## src/rtl/spi_slave.sv

```systemverilog
// spi_slave: mode-0 MSB-first SPI responder oversampled in clk, with a DI holding register.
// Define SPI_SLAVE_FRAME_CHK_EN to drop frames whose length is not M and pulse frame_err instead.
module spi_slave #(
    parameter int M           = 16,
    parameter int SYNC_STAGES = 2
) (
    input  logic         clk,
    input  logic         clr_n,
    input  logic         SCLK,
    input  logic         MOSI,
    input  logic         LOAD,
    output logic         MISO,
    input  logic [M-1:0] DI,
    input  logic         di_we,
    output logic         tx_pending,
    output logic [M-1:0] DO,
    output logic         do_valid,
    output logic [7:0]   bit_cnt,
    output logic         frame_err,
    output logic         busy
);
    typedef enum logic [1:0] {IDLE, SHIFT, DONE} state_t;
    state_t                 state_q;
    logic [SYNC_STAGES-1:0] sclk_q, mosi_q, load_q;
    logic                   sclk_dly_q, mosi_dly_q, load_dly_q;
    logic                   sclk_rise_q, sclk_fall_q, load_rise_q, load_fall_q;
    logic [M-1:0]           tx_hold_q, tx_sr_q, rx_sr_q, do_q;
    logic [7:0]             cnt_q;
    logic                   pend_q, valid_q, err_q;
    logic                   sclk_s, mosi_s, load_s;

    assign sclk_s = sclk_q[SYNC_STAGES-1];
    assign mosi_s = mosi_q[SYNC_STAGES-1];
    assign load_s = load_q[SYNC_STAGES-1];

    // Edge pulses are registered, so the data bit is taken from the equally delayed MOSI copy.
    always_ff @(posedge clk or negedge clr_n) begin
        if (!clr_n) begin
            sclk_q      <= '0;
            mosi_q      <= '0;
            load_q      <= '0;
            sclk_dly_q  <= 1'b0;
            mosi_dly_q  <= 1'b0;
            load_dly_q  <= 1'b0;
            sclk_rise_q <= 1'b0;
            sclk_fall_q <= 1'b0;
            load_rise_q <= 1'b0;
            load_fall_q <= 1'b0;
        end else begin
            sclk_q      <= {sclk_q[SYNC_STAGES-2:0], SCLK};
            mosi_q      <= {mosi_q[SYNC_STAGES-2:0], MOSI};
            load_q      <= {load_q[SYNC_STAGES-2:0], LOAD};
            sclk_dly_q  <= sclk_s;
            mosi_dly_q  <= mosi_s;
            load_dly_q  <= load_s;
            sclk_rise_q <= sclk_s & ~sclk_dly_q;
            sclk_fall_q <= ~sclk_s & sclk_dly_q;
            load_rise_q <= load_s & ~load_dly_q;
            load_fall_q <= ~load_s & load_dly_q;
        end
    end

    always_ff @(posedge clk or negedge clr_n) begin
        if (!clr_n) begin
            state_q   <= IDLE;
            tx_hold_q <= '0;
            tx_sr_q   <= '0;
            rx_sr_q   <= '0;
            do_q      <= '0;
            cnt_q     <= '0;
            pend_q    <= 1'b0;
            valid_q   <= 1'b0;
            err_q     <= 1'b0;
        end else begin
            valid_q <= 1'b0;
            err_q   <= 1'b0;
            if (di_we) begin
                tx_hold_q <= DI;
                pend_q    <= 1'b1;
            end
            case (state_q)
                SHIFT: begin
                    if (sclk_rise_q) begin
                        rx_sr_q <= {rx_sr_q[M-2:0], mosi_dly_q};
                        cnt_q   <= cnt_q + {7'd0, cnt_q != 8'hFF};
                    end
                    if (sclk_fall_q) tx_sr_q <= tx_sr_q << 1;
                    if (load_rise_q) state_q <= DONE;
                end
                DONE: begin
`ifdef SPI_SLAVE_FRAME_CHK_EN
                    if (cnt_q == 8'(M)) begin
                        do_q    <= rx_sr_q;
                        valid_q <= 1'b1;
                    end else begin
                        err_q   <= 1'b1;
                    end
`else
                    do_q    <= rx_sr_q;
                    valid_q <= 1'b1;
`endif
                    state_q <= IDLE;
                end
                default: ;
            endcase
            // A fall seen in DONE starts the next frame without passing through IDLE.
            if (load_fall_q && state_q != SHIFT) begin
                tx_sr_q <= tx_hold_q;
                pend_q  <= di_we;
                cnt_q   <= '0;
                state_q <= SHIFT;
            end
        end
    end

    assign busy       = state_q == SHIFT;
    assign MISO       = busy & tx_sr_q[M-1];
    assign tx_pending = pend_q;
    assign DO         = do_q;
    assign do_valid   = valid_q;
    assign bit_cnt    = cnt_q;
    assign frame_err  = err_q;
endmodule

```

## config.mk

```make
export PLATFORM = sky130hd
export DESIGN_NAME = spi_slave
export DESIGN_NICKNAME = d
export VERILOG_FILES = /design/src/rtl/spi_slave.sv
export SDC_FILE = /design/constraint.sdc
export NUM_CORES = 1
export LEC_CHECK = 0
export CAP_MARGIN = 20
export CORE_MARGIN = 4
export CORE_UTILIZATION = 58
export CTS_CLUSTER_SIZE = 12
export DETAILED_ROUTE_END_ITERATION = 6
export PLACE_DENSITY = 0.84
export SKIP_CTS_REPAIR_TIMING = 1
export SYNTH_ARGS = -nofsm -noshare
export SYNTH_HDL_FRONTEND = slang
export SYNTH_SLANG_ARGS = --single-unit
export TNS_END_PERCENT = 5
```

## constraint.sdc

```tcl
create_clock -name clk -period 2.7 [get_ports clk]
set_input_delay 0.675 -clock clk [delete_from_list [all_inputs] [get_ports clk]]
set_output_delay 0.675 -clock clk [all_outputs]
set_load 0.05 [all_outputs]
```

; Yosys cells after proc, flatten, opt, wreduce, memory -nomap -nowiden
; Cells that the tools add are included.
[op_classes]
n_addsub = 1
n_eq_ne = 5
muxes = 12
bitwise_logic = 9
n_reduce_logical = 10
[ops]
columns = operator, count
row1 = 16-bit two-way mux, 3
row2 = 8-bit two-way mux, 3
row3 = 8-bit by 1-bit adder with 8-bit output, 1
row4 = "8-bit != test, second input constant", 1
row5 = 2-bit AND reduction, 4
row6 = 2-bit nonzero test, 4
row7 = 1-bit bitwise AND, 5
row8 = 2-bit two-way mux, 2
row9 = 1-bit inverter, 4
row10 = 2-bit case mux with 2 select lines, 1
row11 = 1-bit two-way mux, 3
row12 = "3-bit by 1-bit != test with 1-bit output, second input constant", 1
row13 = 3-bit nonzero test, 1
row14 = "2-bit by 1-bit equality test with 1-bit output, second input constant", 1
row15 = "2-bit equality test, second input constant", 1
row16 = "2-bit by 1-bit != test with 1-bit output, second input constant", 1
row17 = 1-bit logical AND, 1
[word_totals]
reg_bits = 89
out_inout_bits = 29
wordCells = 55

; Longest topological paths before layout
; Gate-level depths: netlist (run 1).
[logic_depth]
depth_word = 5
mapped_depth = 7
mapped_depth_nobuf = 7

; Worst setup path after synthesis (run 1)
; No wires, ideal clock.
[synth_timing]
kind = reg-to-output
start = reg state_q[1]
end = out MISO
arrival_time_ps = 1557
t_required_ps = 2025
path_slack_ps = 468
stages_incl_launch_ff = 5
n_path_buf = 1
path_cell_list = dfrtp_1 -> inv_1 -> ha_1 -> buf_6 -> and2_1
[synth_via]
elab_chain_len = 2
[synth_lines]
columns = item, line_no
row1 = start: declaration, 23  ; state_t state_q;
row2 = start signal: assignment, 65  ; state_q <= IDLE;
row3 = start signal: assignment, 88  ; if (load_rise_q) state_q <= DONE;
row4 = start signal: assignment, 102  ; state_q <= IDLE;
row5 = 2-bit by 1-bit equality test with 1-bit output, 116  ; assign busy = state_q == SHIFT;
row6 = net busy, 20  ; output logic busy
row7 = 1-bit bitwise AND, 117  ; assign MISO = busy & tx_sr_q[M-1];
row8 = end: declaration, 12  ; output logic MISO,
; The timed path passes the listed nets, and every way through them passes these cells.

; Worst setup path after layout (run 1)
[layout_timing]
start = reg cnt_q[1], in the netlist bit_cnt[1]
end = out bit_cnt[1]
[layout_rtl]
columns = item, line_no
row1 = start: declaration, 28  ; logic [7:0] cnt_q;
row2 = start signal: assignment, 85  ; cnt_q <= cnt_q + {7'd0, cnt_q != 8'hFF};
row3 = end: declaration, 18  ; output logic [7:0] bit_cnt,
; No word-level cell between the ends.

==> summary.txt, run 1 <==
Outcome: complete, no violations
Initial antenna violation count: 0
Setup ws final: 0.351 ns
Max-slew violation count: 0
DR vias/cell: 5.42
Placer Congestion: 0.739
Die height: 85.8 um
Layout Cells excl Fill: 416
Design Area, Final: 0.00427 mm^2
Total gr overflow: 0
CTS buffer count: 9
Peak VDD IR: 0.597 mV
Post-DP HPWL: 4270 um
Synth Warn #: 0
Clock latency at the later pin of the worst-skew pair: 0.35 ns
Clk buf depth: 2
ANT nets after route: 0
Leading area contributor after synthesis: dfrtp_1
Number of synthesized register bits: 89
Crit end category: output pin
CP top delay family: buffers and inverters
Max FO, Critical Path: 5
Mux cell area share after synthesis: 15.1%
Post-Synth XOR/XNOR Area: 0.249%
Via count: 2,256
Fin Setup TNS: 0 ns
Worst path required time: 2.03 ns
CTS tree: yes
Slew @ Worst Pin: 0.842 ns
Per-cell routed wire length: 15.5 um
Drt first pass iters: 4
Largest net degree at the start of global routing: 46
Rows: 28
RR Endpoint: bit_cnt[4]
Core Util, Final: 72.5%
Post-Synth Adder-Cell Area: 1.42%
Clock root buffer: clkbuf_8
Fmax: 426 MHz
Pwr per Cell Area: 858 mW/mm^2
Flop2flop setup slack: 0.75 ns
Fin crit period: 2.35 ns
PortBufs: 49
Simple-gate area share of the yosys netlist: 11.6%
Unrepaired setup endpoints after global routing: no
Drt drc: 0
CP Launch Type: register
Tot Pwr: 3.66 mW
Reg-to-Reg Start: bit_cnt[3]
P_leak: 2.08 nW
Post-synthesis compound-gate area fraction: 5.20%
Post-Place Worst Slack: 0.521 ns
Top FF cell, synth: dfrtp_1
Synth top cells by count: 89 x dfrtp_1, 67 x nand2_1, 32 x mux2_2
Largest family of logic cells by synthesized area: multiplexers
Final worst-path cycle share: 87.0%
Hold Path Class: in -> async
Post-DP Area: 0.00406 mm^2
Crit Path Category: reg -> out
Core area: 0.00589 mm^2
R2R cell count: 7
Vias in the first global route: 2,301
Dominant cells by area after synthesis: dfrtp_1 63%, mux2_2 10%, nand2_1 7.2%
# H-tree levels: 3
Syn Nets: 310
Unique masters post-synth: 31
Crit path depth: 1
Sequential cell area fraction in the yosys report: 63.4%
Setup Skew: 0.00982 ns
Worst-path clk slew: 0.09 ns
Clk sinks: 89
Post-synth top area share: 63.4%
Post-Syn Instances: 284
Fraction of layout cells with a size suffix above 1: 17.3%
Slowest CP cell: clkdlybuf4s50_1
Die ar.: 0.00737 mm^2
Worst Setup EP: bit_cnt[1]
Fillers: 411
Initial Utilization: 59.7%
First-pass GRT wire length: 10,900 um
Mapped Area: 0.00351 mm^2
WP buf/inv: 1
DRT Wirelength: 6440 um
Dpl cells: 400
Crit. Startpoint: bit_cnt[1]
Slowest stage delay, CP: 0.85 ns
Drt initial violations: 117
WHS: 0.322 ns
# nets final: 362
Ys async rst share: 100%
Maxcap violations: 0
Width of the die: 85.8 um
Count leader, synth: dfrtp_1
Syn avg cell area: 12.4 um^2
# setup viols final: 0
Critical path, cell by cell: clkdlybuf4s50_1
Antenna diode count: 0
WP data arrival: 1.67 ns
Total GRT Usage: 19.1%
Area Growth Syn to Fin: 21.5%
Slew margin rel.: 43.9%
Final hold vios: 0
Io pins: 51
Post-synth EDFFs: 0
report_power, final:
| group | internal, mW | total (mW) | switching, mW |
|---|---|---|---|
| registers | 1.58 | 1.74 | 0.156 |
| clock network | 0.454 | 0.928 | 0.473 |
| logic | 0.403 | 0.994 | 0.591 |
| total | 2.44 | 3.66 | 1.22 |
per-layer routing:
| metal | GRT usage [%] | vias up | wire length, um |
|---|---|---|---|
| li1 | - | 1058 | - |
| met1 | 25.4 | 1133 | 2840 |
| met2 | 30.6 | 51 | 3210 |
| met3 | 3.46 | 14 | 227 |
| met4 | 9.35 | 0 | 162 |
| met5 | 0 | - | 0 |
sequential cells by signal, summed over array words and instances (netlist names), 2 cells and up:
signal / count
DO: 16
bit_cnt: 8
load_q: 2
mosi_q: 2
rx_sr_q: 16
sclk_q: 2
state_q: 2
tx_hold_q: 16
tx_sr_q: 16
layout make-up:
type	count	area [um^2]	share of cell area (%)
clock buffers	10	138	3.22
clock inverters	6	67.6	1.58
inverters	5	18.8	0.440
multi-input cells	176	1180	27.7
flip-flops and latches	89	2230	52.2
well taps	75	93.8	2.20
repair buffers	55	541	12.7
logic make-up after synthesis:
group                    after synthesis
AND/OR/NAND/NOR                       90
flip-flops                            89
multiplexers                          49
AO/OA/AOI/OAI                         31
buffers and inverters                 19
adder cells (fa/ha/maj)                4
other                                  1
XOR/XNOR                               1
placed cells by master, fill, tap and decap left out, types with 2 or more instances in the layout:
cell type        count
o211ai_1             2
mux2i_1             17
nand2_1             67
and2_1               3
mux2_2              32
clkinv_4             2
a22o_1               2
ha_1                 4
a21oi_1              4
clkdlybuf4s50_1     46
o31ai_1              3
nand3_1              3
inv_1                5
buf_4                8
clkbuf_8            10
nor2_1               2
o21ai_0             18
nand4_1              3
dfrtp_1             89
nor2b_1              5
clkinvlp_4           2
worst min path at each step:
stage	start	to	slack, ns
after floorplan	load_q[0]	load_q[1]	0.33
after global placement	sclk_q[0]	sclk_q[1]	0.33
after detailed placement	mosi_q[0]	mosi_q[1]	0.34
after CTS	clr_n	DO[2]	0.34
after global routing	clr_n	DO[3]	0.35
final	clr_n	DO[3]	0.32
No activity file was read; power rests on OpenSTA's default activity.
==> run 2, diff against run 1 <==
Settings changed: MAX_ROUTING_LAYER set to met4.
==> summary.txt, run 2 (same netlist as run 1, synthesis figures left out) <==
Tot Pwr: 3.66 mW (about the same)
P_sw: 1.22 mW (about the same)
Drt initial violations: 143 (was 117)
Post-Place Worst Slack: 0.521 ns (unchanged)
Max-slew violation count: 0 (unchanged)
Via count: 2,250 (was 2,256)
CP Launch Type: register (unchanged)
Clock latency at the later pin of the worst-skew pair: 0.35 ns (about the same)
Die height: 85.8 um (unchanged)
Slowest CP cell: clkdlybuf4s50_1 (unchanged)
Core Util, Final: 72.5% (unchanged)
CTS buffer count: 9 (unchanged)
P_leak: 2.08 nW (unchanged)
Final worst-path cycle share: 87.3% (was 87.0%)
Io pins: 51 (unchanged)
Crit path depth: 1 (unchanged)
# H-tree levels: 3 (unchanged)
Largest net degree at the start of global routing: 46 (unchanged)
Unrepaired setup endpoints after global routing: no (unchanged)
Outcome: complete, no violations (unchanged)
Slew @ Worst Pin: 0.839 ns (was 0.842 ns)
Maxcap violations: 0 (unchanged)
Fraction of layout cells with a size suffix above 1: 17.3% (unchanged)
Slowest stage delay, CP: 0.85 ns (about the same)
Most frequent cells in the layout: 89 x dfrtp_1, 67 x nand2_1, 46 x clkdlybuf4s50_1 (unchanged)
# nets final: 362 (unchanged)
Clock share of power: 25.3% (about the same)
Peak VDD IR: 0.597 mV (about the same)
DRT Wirelength: 6460 um (was 6440 um)
Post-DP HPWL: 4270 um (unchanged)
Slew margin rel.: 44.0% (was 43.9%)
Critical path, cell by cell: clkdlybuf4s50_1 (unchanged)
Total GRT Usage: 19.7% (was 19.1%)
Combinational power share: 27.1% (about the same)
Clock root buffer: clkbuf_8 (unchanged)
Final hold vios: 0 (unchanged)
Max FO, Critical Path: 5 (unchanged)
Width of the die: 85.8 um (unchanged)
WP data arrival: 1.68 ns (was 1.67 ns)
Fin Setup TNS: 0 ns (unchanged)
Seq pwr share: 47.5% (about the same)
Crit Path Category: reg -> out (unchanged)
Worst path required time: 2.03 ns (about the same)
Vias in the first global route: 2,291 (was 2,301)
Cell Int Power: 2.44 mW (about the same)
CTS tree: yes (unchanged)
Fmax: 424 MHz (was 426 MHz)
PortBufs: 49 (unchanged)
First-pass GRT wire length: 11,000 um (was 10,900 um)
Placer Congestion: 0.748 (was 0.739)
Die ar.: 0.00737 mm^2 (unchanged)
CP top delay family: buffers and inverters (unchanged)
R2R cell count: 7 (unchanged)
Area Growth Syn to Fin: 21.5% (unchanged)
Core area: 0.00589 mm^2 (unchanged)
Initial Utilization: 59.7% (unchanged)
Antenna diode count: 0 (unchanged)
Crit end category: output pin (unchanged)
Setup Skew: 0.0112 ns (was 0.00982 ns)
WP buf/inv: 1 (unchanged)
Drt first pass iters: 4 (unchanged)
Drt drc: 0 (unchanged)
DR vias/cell: 5.41 (was 5.42)
Fin crit period: 2.36 ns (was 2.35 ns)
Pwr per Cell Area: 858 mW/mm^2 (about the same)
Clk sinks: 89 (unchanged)
Setup ws final: 0.342 ns (was 0.351 ns)
Worst-path clk slew: 0.09 ns (about the same)
Commonest non-fill, non-tap cell in the layout: dfrtp_1 (unchanged)
Clk buf depth: 2 (unchanged)
Rows: 28 (unchanged)
# setup viols final: 0 (unchanged)
Per-cell routed wire length: 15.5 um (about the same)
Sw frac: 33.3% (about the same)
ANT nets after route: 0 (unchanged)
Hold Path Class: in -> async (unchanged)
Initial antenna violation count: 0 (unchanged)
Total gr overflow: 0 (unchanged)
-- run 2: cell counts in the layout (fill, tap and decap cells not counted) --
Identical to the previous run, type by type.
-- run 2: path summary, 6_finish.rpt --
check	endpoint	startpoint	slack [ns]
setup / recovery	bit_cnt[2]	bit_cnt[2]	0.34
hold / removal	do_valid	clr_n	0.32
setup reg to reg	bit_cnt[4]	bit_cnt[3]	0.73
hold reg to reg	mosi_q[1]	mosi_q[0]	0.34
max in group asynchronous	tx_hold_q[14]	clr_n	1.75
min in group clk	mosi_q[1]	mosi_q[0]	0.34
-- run 2: metal layers --
metal | share of wire [%] | track usage (%) | vias to the layer above
met4 | 2.7 | 9.35 | 0
li1 | - | - | 1061
met3 | 3.5 | 3.46 | 17
met1 | 45 | 25.7 | 1128
met5 | 0 | - | -
met2 | 49 | 30.4 | 44
-- run 2: stage by stage --
step | instance area [um^2] | instances | hold slack (ns)
detailed placement | 4060 | 400 | 0.339
floorplan | 3510 | 284 | 0.331
CTS | 4270 | 416 | 0.336
finish | 4270 | 416 | 0.323
global route | 4270 | 416 | 0.352
global placement | 4060 | 400 | 0.331
-- run 2: area by class of cell --
cell class / instances / area (um^2)
Sequential cell: 89 / 2230
Inverter: 5 / 18.8
Tap cell: 75 / 93.8
Clock buffer: 10 / 138
Fill cell: 411 / 1620
Timing Repair Buffer: 55 / 541
Clock inverter: 6 / 67.6
Multi-Input combinational cell: 176 / 1180
-- run 2: worst reg2reg max path, stage by stage (launching register included) --
cell	delay [ns]
dfrtp_1	0.46
and4_1	0.25
nand4_1	0.12
ha_1	0.21
ha_1	0.21
nand4_1	0.21
o211ai_1	0.27
o31ai_1	0.11
-- run 2: power groups by stage --
stage / registers, mW / logic (mW) / clock network, mW
5_1_grt: 1.77 / 1.08 / 1.00
4_1_cts: 1.74 / 1.01 / 0.942
2_1_floorplan: 1.90 / 0.554 / 0
3_5_place_dp: 1.76 / 0.998 / 0
6_report: 1.74 / 0.993 / 0.927
3_3_place_gp: 1.74 / 0.957 / 0
